### src/rtl/multicycle_ctrl.sv
// Multicycle processor control unit: a Moore FSM that steps each instruction
// through FETCH, DECODE, EXEC, MEM and WB. It issues the datapath control
// strobes for each step.
//
// Ports
//   clk, rst_n     clock (rising edge) and asynchronous active-low reset
//   inst           instruction word; the opcode inst[31:26] is latched on fetch
//   zero           ALU zero flag, used by BEQ in EXEC
//   imem_ready     instruction fetch completes this cycle
//   dmem_ready     data access completes this cycle
//   RegDst .. illegal  one-bit datapath strobes, all zero unless the state needs them
//   ALUOp          00 add, 01 subtract, 10 decode funct
//   state          current FSM state code
module multicycle_ctrl #(
  parameter int unsigned SIZE = 64  // datapath width, informational only
) (
  input  logic        clk,
  input  logic        rst_n,
  input  logic [31:0] inst,
  input  logic        zero,
  input  logic        imem_ready,
  input  logic        dmem_ready,
  output logic        RegDst,
  output logic        RegWrite,
  output logic        ALUSrc,
  output logic        MemRead,
  output logic        MemWrite,
  output logic        MemToReg,
  output logic        PCen,
  output logic        PCSrc,
  output logic        Jump,
  output logic        IRWrite,
  output logic        imem_req,
  output logic        illegal,
  output logic [1:0]  ALUOp,
  output logic [2:0]  state
);

  localparam logic [5:0] OpRType = 6'b000000;
  localparam logic [5:0] OpDaddi = 6'b011000;
  localparam logic [5:0] OpLd    = 6'b110111;
  localparam logic [5:0] OpSd    = 6'b111111;
  localparam logic [5:0] OpBeq   = 6'b000100;
  localparam logic [5:0] OpJ     = 6'b000010;

  localparam logic [1:0] AluAdd   = 2'b00;
  localparam logic [1:0] AluSub   = 2'b01;
  localparam logic [1:0] AluFunct = 2'b10;

  typedef enum logic [2:0] {
    StFetch  = 3'd0,
    StDecode = 3'd1,
    StExec   = 3'd2,
    StMem    = 3'd3,
    StWb     = 3'd4
  } state_e;

  state_e     state_q, state_d;
  logic [5:0] opcode_q;
  logic       opcode_legal;
  logic       fetch_done;

  // Operand fields and the width parameter are not used by the control path.
  logic unused_bits;
  assign unused_bits = ^{inst[25:0], SIZE};

  assign state = state_q;

  always_comb begin
    unique case (opcode_q)
      OpRType, OpDaddi, OpLd, OpSd, OpBeq, OpJ: opcode_legal = 1'b1;
      default:                                  opcode_legal = 1'b0;
    endcase
  end

  // Qualified with rst_n so that IRWrite/PCen stay low while reset is held,
  // even though the reset state is FETCH.
  assign fetch_done = imem_ready & rst_n;

  always_ff @(posedge clk or negedge rst_n) begin
    if (!rst_n) begin
      state_q  <= StFetch;
      opcode_q <= 6'b000000;
    end else begin
      state_q <= state_d;
      if (state_q == StFetch && imem_ready) begin
        opcode_q <= inst[31:26];
      end
    end
  end

  always_comb begin
    state_d  = StFetch;
    RegDst   = 1'b0;
    RegWrite = 1'b0;
    ALUSrc   = 1'b0;
    MemRead  = 1'b0;
    MemWrite = 1'b0;
    MemToReg = 1'b0;
    PCen     = 1'b0;
    PCSrc    = 1'b0;
    Jump     = 1'b0;
    IRWrite  = 1'b0;
    imem_req = 1'b0;
    illegal  = 1'b0;
    ALUOp    = AluAdd;

    case (state_q)
      StFetch: begin
        imem_req = 1'b1;
        if (fetch_done) begin
          IRWrite = 1'b1;
          PCen    = 1'b1;
          state_d = StDecode;
        end else begin
          state_d = StFetch;
        end
      end

      StDecode: begin
        if (opcode_legal) begin
          state_d = StExec;
        end else begin
          illegal = 1'b1;
          state_d = StFetch;
        end
      end

      StExec: begin
        case (opcode_q)
          OpRType: begin
            ALUOp   = AluFunct;
            state_d = StWb;
          end
          OpDaddi: begin
            ALUSrc  = 1'b1;
            state_d = StWb;
          end
          OpLd, OpSd: begin
            ALUSrc  = 1'b1;
            state_d = StMem;
          end
          OpBeq: begin
            ALUOp = AluSub;
            PCSrc = 1'b1;
            PCen  = zero;
          end
          OpJ: begin
            Jump = 1'b1;
            PCen = 1'b1;
          end
          default: state_d = StFetch;
        endcase
      end

      StMem: begin
        if (opcode_q == OpLd) begin
          MemRead = 1'b1;
          state_d = dmem_ready ? StWb : StMem;
        end else if (opcode_q == OpSd) begin
          MemWrite = 1'b1;
          state_d  = dmem_ready ? StFetch : StMem;
        end
      end

      StWb: begin
        RegWrite = 1'b1;
        RegDst   = (opcode_q == OpRType);
        MemToReg = (opcode_q == OpLd);
      end

      default: state_d = StFetch;
    endcase
  end

endmodule
### config.mk
export PLATFORM = sky130hd
export DESIGN_NAME = multicycle_ctrl
export DESIGN_NICKNAME = d
export VERILOG_FILES = /design/src/rtl/multicycle_ctrl.sv
export SDC_FILE = /design/constraint.sdc
export NUM_CORES = 1
export LEC_CHECK = 0
export CAP_MARGIN = 20
export CORE_UTILIZATION = 29
export DETAILED_ROUTE_END_ITERATION = 7
export PLACE_DENSITY = 0.83
export SETUP_SLACK_MARGIN = 0.02
export SLEW_MARGIN = 15
export SYNTH_ARGS = -nofsm -noshare
export SYNTH_HDL_FRONTEND = slang
export SYNTH_SLANG_ARGS = --single-unit
### constraint.sdc
create_clock -name clk -period 1.7 [get_ports clk]
set_clock_uncertainty 0.05 [all_clocks]
set_input_delay 0.34 -clock clk [delete_from_list [all_inputs] [get_ports clk]]
set_output_delay 0.34 -clock clk [all_outputs]
set_load 0.1 [all_outputs]
==> metrics.cfg, run 1 <==
[status]
outcome = finished with violations
violations = setup timing

[clocking]
cts_tree = built
clk_latency_ns = 0.26
h-tree-depth = 1
hold_buffers = 0
cts_buffer_depth = 2
numClockSinks = 9
cts_made_buffers = 3
cts_root_buffer = clkbuf_4
clkSlewWorstSetupHoldPaths_ns = 0.06

[timing]
worstMarginPinSlew_ns = 0.356
finalWorstPathRequiredPeriod_ns = 2.11
rsz0062_at_grt = yes
setup_ws_ns = -0.405
setup_viol = 15
finalHoldViolCount = 0
setup_tns_ns = -4.57
worst_slew_margin_rel_pct = 76.3
fmax_mhz = 475
drv_slew = 0
fin_crit_sh_pct = 124

[yosys]
synth-edff-count = 0
synth_area_um2 = 578
synth_nets = 104
async_flop_share_pct = 100
yosysTopAreaCell = dfrtp_1
ys.flop_type = dfrtp_1
syn_inst = 67
yosys-top-cells-count = 11 x nand2_1, 9 x dfrtp_1, 5 x and3_1
synth.ff_latch_count = 9
synth_cell_types = 25
synth_top_cell_area_share_pct = 39.0
synth_area_leaders = dfrtp_1 39%, mux2_2 7.8%, nand2_1 7.1%
yosys_warnings = 0
synth_most_common_cell = nand2_1
postSynthAreaPerCell_um2 = 8.63
yosysSeqAreaShare_pct = 39.0

[grt]
grt_max_degree = 10
globalRouteMet2Util_pct = 50.6
grtUsageMet3_pct = 5.10
gr-usage-met1_pct = 32.5
grt_busiest_layer = met2
antenna_found_initial = 0
grt.total_usage_pct = 29.2
grt_pass1_vias = 853
overflow = 0
grt_pass1_wl_um = 4200

[worst_setup_path]
ff2ff_path_depth = 10
r2r-end = state[1]$_DFF_PN0_
crit_chain = and2b_2 > nor2b_4 > buf_6 > nand2_2 > a21oi_4 > buf_12
slowest_stage = dfrtp_4
max_stage_delay_ns = 0.48
r2r-start = opcode_q[5]$_DFFE_PN0P_
cp.arrival_ns = 1.72
r2r_slack_ns = -0.30
critical_path.startpoint_type = flip-flop
crit_required_ns = 1.31
path_max_fanout = 6
cp-end-kind = primary output
critPathKind = flip-flop to primary output

[placed_design]
numPortBuffers = 27
gp_congestion = 0.866
dpl.cell_count = 137
hpwl_um = 1680
placed_area_um2 = 1320

[routing]
first_pass_iters = 4
drt_wl_total_um = 2650
ant_nets = 0
drt_first_iter_violations = 14
routedWlPerCell_um = 17.4
drc = 0
vias = 798
vias_per_cell = 5.25

[power]
fin_total_pwr_mw = 2.59
ir_drop_mv = 1.39
power_density_nw_per_um2 = 1660
p_leak_nw = 0.639

[floorplan]
coreArea_um2 = 1800
die-area_um2 = 2180
die_y_um = 46.6
fp-row-count = 15
start_util_pct = 32.1
dieWidth_um = 46.6
io_pins = 54

[cells_and_area]
area_growth_syn_to_layout_pct = 169
final_cell_count_no_fill = 152
finish.utilization_pct = 86.4
postLayoutCellArea_um2 = 1560
fin_nets = 165
layout-drive-gt1-share_pct = 71.7
antennaDiodeCount = 0

[job]
cap_violations = 0

[min_path]
hp-class = primary input to async pin

## power by group
group          leakage [nW]  internal (mW)  switching [mW]
clock                0.0150         0.0903          0.0725
sequential            0.104          0.320           0.172
combinational         0.520          0.906            1.03
total                 0.639           1.32            1.27
## worst max-delay path: cells and delay by family, from the launching register on
kind | cells | cell delay [ns]
AO/OA/AOI/OAI | 1 | 0.17
buffers and inverters | 2 | 0.33
flip-flops | 1 | 0.48
AND/OR/NAND/NOR | 3 | 0.48
## metrics by stage
stage	setup WS, ns	hold WS, ns
after floorplan	-1.37	-0.00559
after global placement	-0.112	0.558
after detailed placement	-0.195	0.591
after CTS	-0.349	0.436
after global routing	-0.466	0.465
final	-0.405	0.461
## metal layers
metal | wire (um) | share of wire (%)
met1 | 970 | 37
met2 | 1430 | 54
met3 | 109 | 4.1
met4 | 137 | 5.2
met5 | 0 | 0
## cells by family (layout without fill, tap and decap cells)
family / Yosys count / count (layout) / share of synthesized area, %
simple gates: 37 / 37 / 36.4
compound gates: 10 / 10 / 10.8
flops: 9 / 9 / 39.0
buf+inv: 7 / 67 / 6.06
mux: 4 / 4 / 7.79
## worst max-delay path by stage
stage	from	to	slack [ns]	depth (start not counted)
after floorplan	state[0]$_DFF_PN0_	RegDst	-1.37	4
after global placement	state[2]$_DFF_PN0_	ALUOp[1]	-0.11	6
after detailed placement	opcode_q[0]$_DFFE_PN0P_	PCen	-0.19	5
after CTS	opcode_q[5]$_DFFE_PN0P_	RegDst	-0.35	6
after global routing	state[2]$_DFF_PN0_	ALUOp[1]	-0.47	6
final	state[2]$_DFF_PN0_	ALUSrc	-0.41	6
## registers in the layout (all words and copies together) (netlist names)
name,cells
state,3
opcode_q,6
## layout make-up
class                   count  area [um^2]
multi-input cells          51          519
clock buffers               4         26.3
well taps                  25         31.3
flip-flops and latches      9          239
repair buffers             60          726
inverters                   3         15.0
fillers                    91          245
## timing repair
item                       in CTS  in global routing
setup endpoints to repair      18                 19
buffers inserted               12                  0
gates resized for setup        29                  3
pin swaps                      13                  4
## placed cells by master (no fill, tap or decap), types with 2 or more instances in the layout
master           synthesis  layout
buf_4                    2      23
buf_12                   0      17
clkdlybuf4s50_1          0      10
buf_6                    0      10
nor3_4                   0       5
nand2_2                  0       5
nand2_1                 11       5
and3_4                   0       4
mux2_4                   0       4
dfrtp_1                  9       4
nor2_4                   0       3
clkbuf_4                 0       3
dfrtp_4                  0       3
a21oi_1                  3       2
inv_1                    3       2
nand4_1                  2       2
a31oi_1                  2       2
o21ai_1                  1       2
dfrtp_2                  0       2
Note: power is estimated with default switching activity, not from simulation.
==> inputs of run 2 (changes only) <==
--- a/config.mk
+++ b/config.mk
@@ -6,6 +6,7 @@
 export NUM_CORES = 1
 export LEC_CHECK = 0
 export CAP_MARGIN = 20
+export CORE_MARGIN = 3
 export CORE_UTILIZATION = 29
 export DETAILED_ROUTE_END_ITERATION = 7
 export PLACE_DENSITY = 0.83
==> run 2 against run 1 <==
Effect of this change:
- the run still ends with setup timing left
- non-clock buffer count is 2 higher
- sequential cell count is the same
- count of clock-buffer cells in the layout shrank 1
==> metrics.cfg, run 2 (synthesis results as in run 1) <==
[clocking]
numClockSinks = 9  ; unchanged
clkSlewWorstSetupHoldPaths_ns = 0.08  ; was 0.06 ns
hold_buffers = 0  ; unchanged
clk_latency_ns = 0.28  ; was 0.26 ns
h-tree-depth = 1  ; unchanged
cts_made_buffers = 3  ; unchanged
cts_root_buffer = clkbuf_4  ; unchanged
cts_tree = built  ; unchanged
cts_buffer_depth = 2  ; unchanged

[cells_and_area]
final_cell_mix = 25 x buf_4, 18 x buf_12, 10 x clkdlybuf4s50_1, 9 x buf_6, 7 x nand2_1  ; was 23 x buf_4, 17 x buf_12, 10 x clkdlybuf4s50_1, 10 x buf_6
antennaDiodeCount = 0  ; unchanged
layout-drive-gt1-share_pct = 70.5  ; was 71.7%
fin_nets = 167  ; was 165
final_common_cell = buf_4  ; unchanged
top_register = opcode_q  ; unchanged
finish.utilization_pct = 86.4  ; unchanged
final_cell_count_no_fill = 154  ; was 152
largest_register_ffs = 6  ; unchanged
area_growth_syn_to_layout_pct = 169  ; unchanged

[power]
ir_drop_mv = 1.21  ; was 1.39 mV
power_switching_mw = 1.24  ; was 1.27 mW
p_comb_share_pct = 74.0  ; was 74.7%
fin_total_pwr_mw = 2.50  ; was 2.59 mW
internal-power_mw = 1.26  ; was 1.32 mW
seqPwrFrac_pct = 18.7  ; was 19.0%
power_density_nw_per_um2 = 1600  ; was 1660 nW/um^2
clkPwrFrac_pct = 7.3  ; was 6.3%
p_leak_nw = 0.654  ; was 0.639 nW
p_sw_share_pct = 49.7  ; was 49.2%

[placed_design]
gp_congestion = 0.774  ; was 0.866
hpwl_um = 1850  ; was 1680 um
dpl.cell_count = 141  ; was 137
numPortBuffers = 27  ; unchanged

[grt]
globalRouteMet2Util_pct = 46.3  ; was 50.6%
gr-usage-met1_pct = 20.0  ; was 32.5%
grtUsageMet3_pct = 3.86  ; was 5.10%
grt.total_usage_pct = 23.3  ; was 29.2%
antenna_found_initial = 0  ; unchanged
grt_busiest_layer = met2  ; unchanged
grt_pass1_wl_um = 4260  ; was 4200 um
grt_pass1_vias = 919  ; was 853
overflow = 0  ; unchanged
grt_max_degree = 10  ; unchanged

[floorplan]
start_util_pct = 32.1  ; unchanged
coreArea_um2 = 1800  ; unchanged
io_pins = 54  ; unchanged
die-area_um2 = 2560  ; was 2180 um^2
fp-row-count = 15  ; unchanged
die_y_um = 50.6  ; was 46.6 um
dieWidth_um = 50.6  ; was 46.6 um

[timing]
fmax_mhz = 458  ; was 475 MHz
worstMarginPinSlew_ns = 0.363  ; was 0.356 ns
worst_hold_slack_ns = 0.438  ; was 0.461 ns
rsz0062_at_grt = yes  ; unchanged
drv_slew = 0  ; unchanged
worst_slew_margin_rel_pct = 75.8  ; was 76.3%
fin_crit_sh_pct = 129  ; was 124%
finalWorstPathRequiredPeriod_ns = 2.19  ; was 2.11 ns
setup_ws_ns = -0.485  ; was -0.405 ns
setup_viol = 14  ; was 15
finalHoldViolCount = 0  ; unchanged
setup_tns_ns = -5.32  ; was -4.57 ns

[routing]
first_pass_iters = 4  ; unchanged
drc = 0  ; unchanged
drt_wl_total_um = 2770  ; was 2650 um
drt_first_iter_violations = 16  ; was 14
vias = 791  ; was 798
routedWlPerCell_um = 18.0  ; was 17.4 um
ant_nets = 0  ; unchanged
vias_per_cell = 5.14  ; was 5.25

[worst_setup_path]
ff2ff_path_depth = 5  ; was 10
critical_path.startpoint_type = flip-flop  ; unchanged
r2r-start = state[1]$_DFF_PN0_  ; was opcode_q[5]$_DFFE_PN0P_
path_max_fanout = 4  ; was 6
crit_required_ns = 1.31  ; about the same
r2r-end = opcode_q[1]$_DFFE_PN0P_  ; was state[1]$_DFF_PN0_
critPathKind = flip-flop to primary output  ; unchanged
r2r_slack_ns = 0.07  ; was -0.30 ns
cp.arrival_ns = 1.80  ; was 1.72 ns
cp-end-kind = primary output  ; unchanged

[min_path]
hp-class = primary input to async pin  ; unchanged

[status]
violations = setup timing  ; unchanged
outcome = finished with violations  ; unchanged

[job]
cap_violations = 0  ; unchanged

==> run 2: worst max path at each step <==
stage                   end                     from  slack [ns]
floorplan            RegDst       state[0]$_DFF_PN0_       -1.37
finish              illegal  opcode_q[0]$_DFFE_PN0P_       -0.49
detailed placement  illegal  opcode_q[0]$_DFFE_PN0P_       -0.26
CTS                 illegal  opcode_q[5]$_DFFE_PN0P_       -0.47
global placement    illegal  opcode_q[0]$_DFFE_PN0P_       -0.16
global route        illegal  opcode_q[0]$_DFFE_PN0P_       -0.58
==> run 2: per-layer routing <==
layer / part of all wire [%] / routed length, um / vias to the layer above
met5: 0 / 0 / -
met2: 56 / 1550 / 40
met4: 8.5 / 235 / 0
met3: 3.9 / 108 / 20
met1: 32 / 881 / 377
li1: - / - / 354
==> run 2: timing repair <==
| item | 4_1_cts | 5_1_grt |
|---|---|---|
| resized for setup | 23 | 3 |
| setup endpoints to repair | 18 | 18 |
| pin swaps | 16 | 6 |
| endpoints found under the hold margin | 0 | 0 |
| setup buffers | 9 | 1 |
==> run 2: worst max-delay path, stage by stage, from the launching register on <==
cell and delay [ns]:
dfrtp_1 0.41, buf_6 0.13, nor4_4 0.34, and3_4 0.24
nor3_2 0.05, and3_4 0.19, buf_12 0.16
==> run 2: area by class of cell <==
cell class,instances,area [um^2]
Clock buffer,3,22.5
Clock inverter,1,5.00
Fill cell,97,245
Inverter,3,15.0
Multi-Input combinational cell,51,495
Sequential cell,9,238
Tap cell,25,31.3
Timing Repair Buffer,62,749
==> run 2: power by group through the flow <==
stage | sequential, mW | combinational (mW) | clock, mW
3_3_place_gp | 0.440 | 1.52 | 0
5_1_grt | 0.478 | 1.92 | 0.195
2_1_floorplan | 0.582 | 0.769 | 0
4_1_cts | 0.452 | 1.79 | 0.183
6_report | 0.467 | 1.85 | 0.183
3_5_place_dp | 0.451 | 1.57 | 0
==> run 2: metrics by stage <==
stage,setup slack (ns),area [um^2]
after floorplan,-1.37,724
after global placement,-0.157,1350
after detailed placement,-0.262,1350
after CTS,-0.473,1540
after global routing,-0.575,1560
final,-0.485,1560
==> inputs of run 3 (changes only) <==
--- a/config.mk
+++ b/config.mk
@@ -6,11 +6,11 @@
 export NUM_CORES = 1
 export LEC_CHECK = 0
 export CAP_MARGIN = 20
-export CORE_MARGIN = 3
+export CORE_MARGIN = 4
 export CORE_UTILIZATION = 29
 export DETAILED_ROUTE_END_ITERATION = 7
 export PLACE_DENSITY = 0.83
-export SETUP_SLACK_MARGIN = 0.02
+export SETUP_SLACK_MARGIN = 0.15
 export SLEW_MARGIN = 15
 export SYNTH_ARGS = -nofsm -noshare
 export SYNTH_HDL_FRONTEND = slang
==> run 3 against run 2 <==
Effect of this change:
- the run still ends with setup timing left
- die area is 8.1% higher
- fmax increased by 2.1%
- clock power decreased by 8%
- final area up 3.9%
- register-to-register slack about the same
==> metrics.cfg, run 3 (synthesis results as in run 1) <==
[power]
fin_total_pwr_mw = 2.65  ; was 2.50 mW
power_density_nw_per_um2 = 1640  ; was 1600 nW/um^2
ir_drop_mv = 1.41  ; was 1.21 mV
p_leak_nw = 0.675  ; was 0.654 nW

[worst_setup_path]
critical_path.startpoint_type = flip-flop  ; unchanged
endpoint = ALUOp[1]  ; was illegal
cp_num_cells = 6  ; unchanged
cp-end-kind = primary output  ; unchanged
crit_chain = buf_6 > nor4_4 > buf_6 > nand2_2 > nor3_4 > buf_12  ; was buf_6 > nor4_4 > and3_4 > nor3_2 > and3_4 > buf_12
crit_start = opcode_q[5]$_DFFE_PN0P_  ; was opcode_q[0]$_DFFE_PN0P_
crit_family = simple AND/OR/NAND/NOR gates  ; unchanged
r2r_slack_ns = 0.08  ; was 0.07 ns
max_stage_delay_ns = 0.41  ; about the same
r2r-end = opcode_q[5]$_DFFE_PN0P_  ; was opcode_q[1]$_DFFE_PN0P_
slowest_stage = dfrtp_1  ; unchanged
critPathKind = flip-flop to primary output  ; unchanged
ff2ff_path_depth = 6  ; was 5
critPathMostFrequentCell = buf_6  ; was and3_4
path_max_fanout = 4  ; unchanged
path_buf_inv = 3  ; was 2
r2r-start = state[2]$_DFF_PN0_  ; was state[1]$_DFF_PN0_
cp.arrival_ns = 1.75  ; was 1.80 ns
crit_required_ns = 1.31  ; about the same

[timing]
worstMarginPinSlew_ns = 0.306  ; was 0.363 ns
fin_crit_sh_pct = 126  ; was 129%
drv_slew = 0  ; unchanged
worst_hold_slack_ns = 0.446  ; was 0.438 ns
finalWorstPathRequiredPeriod_ns = 2.14  ; was 2.19 ns
worst_slew_margin_rel_pct = 79.6  ; was 75.8%
fmax_mhz = 467  ; was 458 MHz
setup_viol = 14  ; unchanged
rsz0062_at_grt = yes  ; unchanged
setup_ws_ns = -0.441  ; was -0.485 ns
finalHoldViolCount = 0  ; unchanged

[grt]
grt_pass1_vias = 871  ; was 919
grt_pass1_wl_um = 4160  ; was 4260 um
overflow = 0  ; unchanged
grt_max_degree = 10  ; unchanged
grt.total_usage_pct = 21.3  ; was 23.3%
antenna_found_initial = 0  ; unchanged

[cells_and_area]
antennaDiodeCount = 0  ; unchanged
final_common_cell = buf_4  ; unchanged
nFillCells = 78  ; was 97
top_register = opcode_q  ; unchanged
final_cell_mix = 19 x buf_4, 18 x buf_12, 12 x buf_6, 10 x clkdlybuf4s50_1  ; was 25 x buf_4, 18 x buf_12, 10 x clkdlybuf4s50_1, 9 x buf_6, 7 x nand2_1
largest_register_ffs = 6  ; unchanged
fin_nets = 165  ; was 167
layout-drive-gt1-share_pct = 74.8  ; was 70.5%
area_growth_syn_to_layout_pct = 180  ; was 169%

[min_path]
hp-class = primary input to async pin  ; unchanged

[clocking]
cts_root_buffer = clkbuf_4  ; unchanged
cts_made_buffers = 3  ; unchanged
h-tree-depth = 1  ; unchanged
cts_tree = built  ; unchanged
clk_latency_ns = 0.26  ; was 0.28 ns
hold_buffers = 0  ; unchanged
clkSlewWorstSetupHoldPaths_ns = 0.06  ; was 0.08 ns
cts_buffer_depth = 2  ; unchanged
numClockSinks = 9  ; unchanged

[floorplan]
coreArea_um2 = 1800  ; unchanged
fp-row-count = 15  ; unchanged
io_pins = 54  ; unchanged
die_y_um = 52.6  ; was 50.6 um
dieWidth_um = 52.6  ; was 50.6 um
die-area_um2 = 2770  ; was 2560 um^2
start_util_pct = 32.1  ; unchanged

[routing]
first_pass_iters = 4  ; unchanged
routedWlPerCell_um = 18.4  ; was 18.0 um
vias = 817  ; was 791
vias_per_cell = 5.38  ; was 5.14
drt_wl_total_um = 2800  ; was 2770 um
drc = 0  ; unchanged
ant_nets = 0  ; unchanged
drt_first_iter_violations = 18  ; was 16

[placed_design]
gp_congestion = 0.847  ; was 0.774
hpwl_um = 1780  ; was 1850 um
numPortBuffers = 27  ; unchanged

[status]
outcome = finished with violations  ; unchanged
violations = setup timing  ; unchanged

[job]
cap_violations = 0  ; unchanged

-- run 3: layout make-up --
class                   count  area (um^2)  share of cell area, %
clock buffers               3         22.5                   1.39
clock inverters             1         5.00                  0.310
multi-input cells          51          551                   34.1
repair buffers             60          753                   46.6
inverters                   3         15.0                  0.929
flip-flops and latches      9          239                   14.8
well taps                  25         31.3                   1.93
-- run 3: stage by stage --
stage               setup slack [ns]  util (%)  std cells  TNS, ns  cell area, um^2
floorplan                      -1.37         -         67   -13.16              724
global placement              -0.113      74.4        138   -0.682             1340
detailed placement            -0.230      74.4        138    -1.48             1340
CTS                           -0.339      84.7        148    -4.05             1530
global route                  -0.491      89.7        152    -5.46             1620
finish                        -0.441      89.7        152    -4.42             1620
-- run 3: timing repair --
item / CTS / global route
endpoints found under the setup margin: 18 / 22
gates resized for setup: 29 / 13
setup buffers: 6 / 4
pin swaps: 14 / 12
-- run 3: layer usage --
layer / track usage, % / routed length, um / vias to the layer above
li1: - / - / 356
met1: 19.4 / 948 / 393
met2: 43.0 / 1570 / 53
met3: 4.27 / 163 / 15
met4: 10.2 / 122 / 0
met5: 0 / 0 / -
-- run 3: worst min-delay path by stage --
stage	start	to	slack, ns	cells after the start
floorplan	rst_n	opcode_q[0]$_DFFE_PN0P_	-0.006	0
global placement	opcode_q[0]$_DFFE_PN0P_	opcode_q[0]$_DFFE_PN0P_	0.56	2
detailed placement	opcode_q[0]$_DFFE_PN0P_	opcode_q[0]$_DFFE_PN0P_	0.58	2
CTS	rst_n	state[0]$_DFF_PN0_	0.41	2
global route	rst_n	state[2]$_DFF_PN0_	0.43	2
finish	rst_n	state[0]$_DFF_PN0_	0.45	2
-- run 3: power by group --
part,switching (mW),internal [mW]
logic,1.07,0.923
registers,0.171,0.320
clock network,0.0811,0.0869
total,1.32,1.33
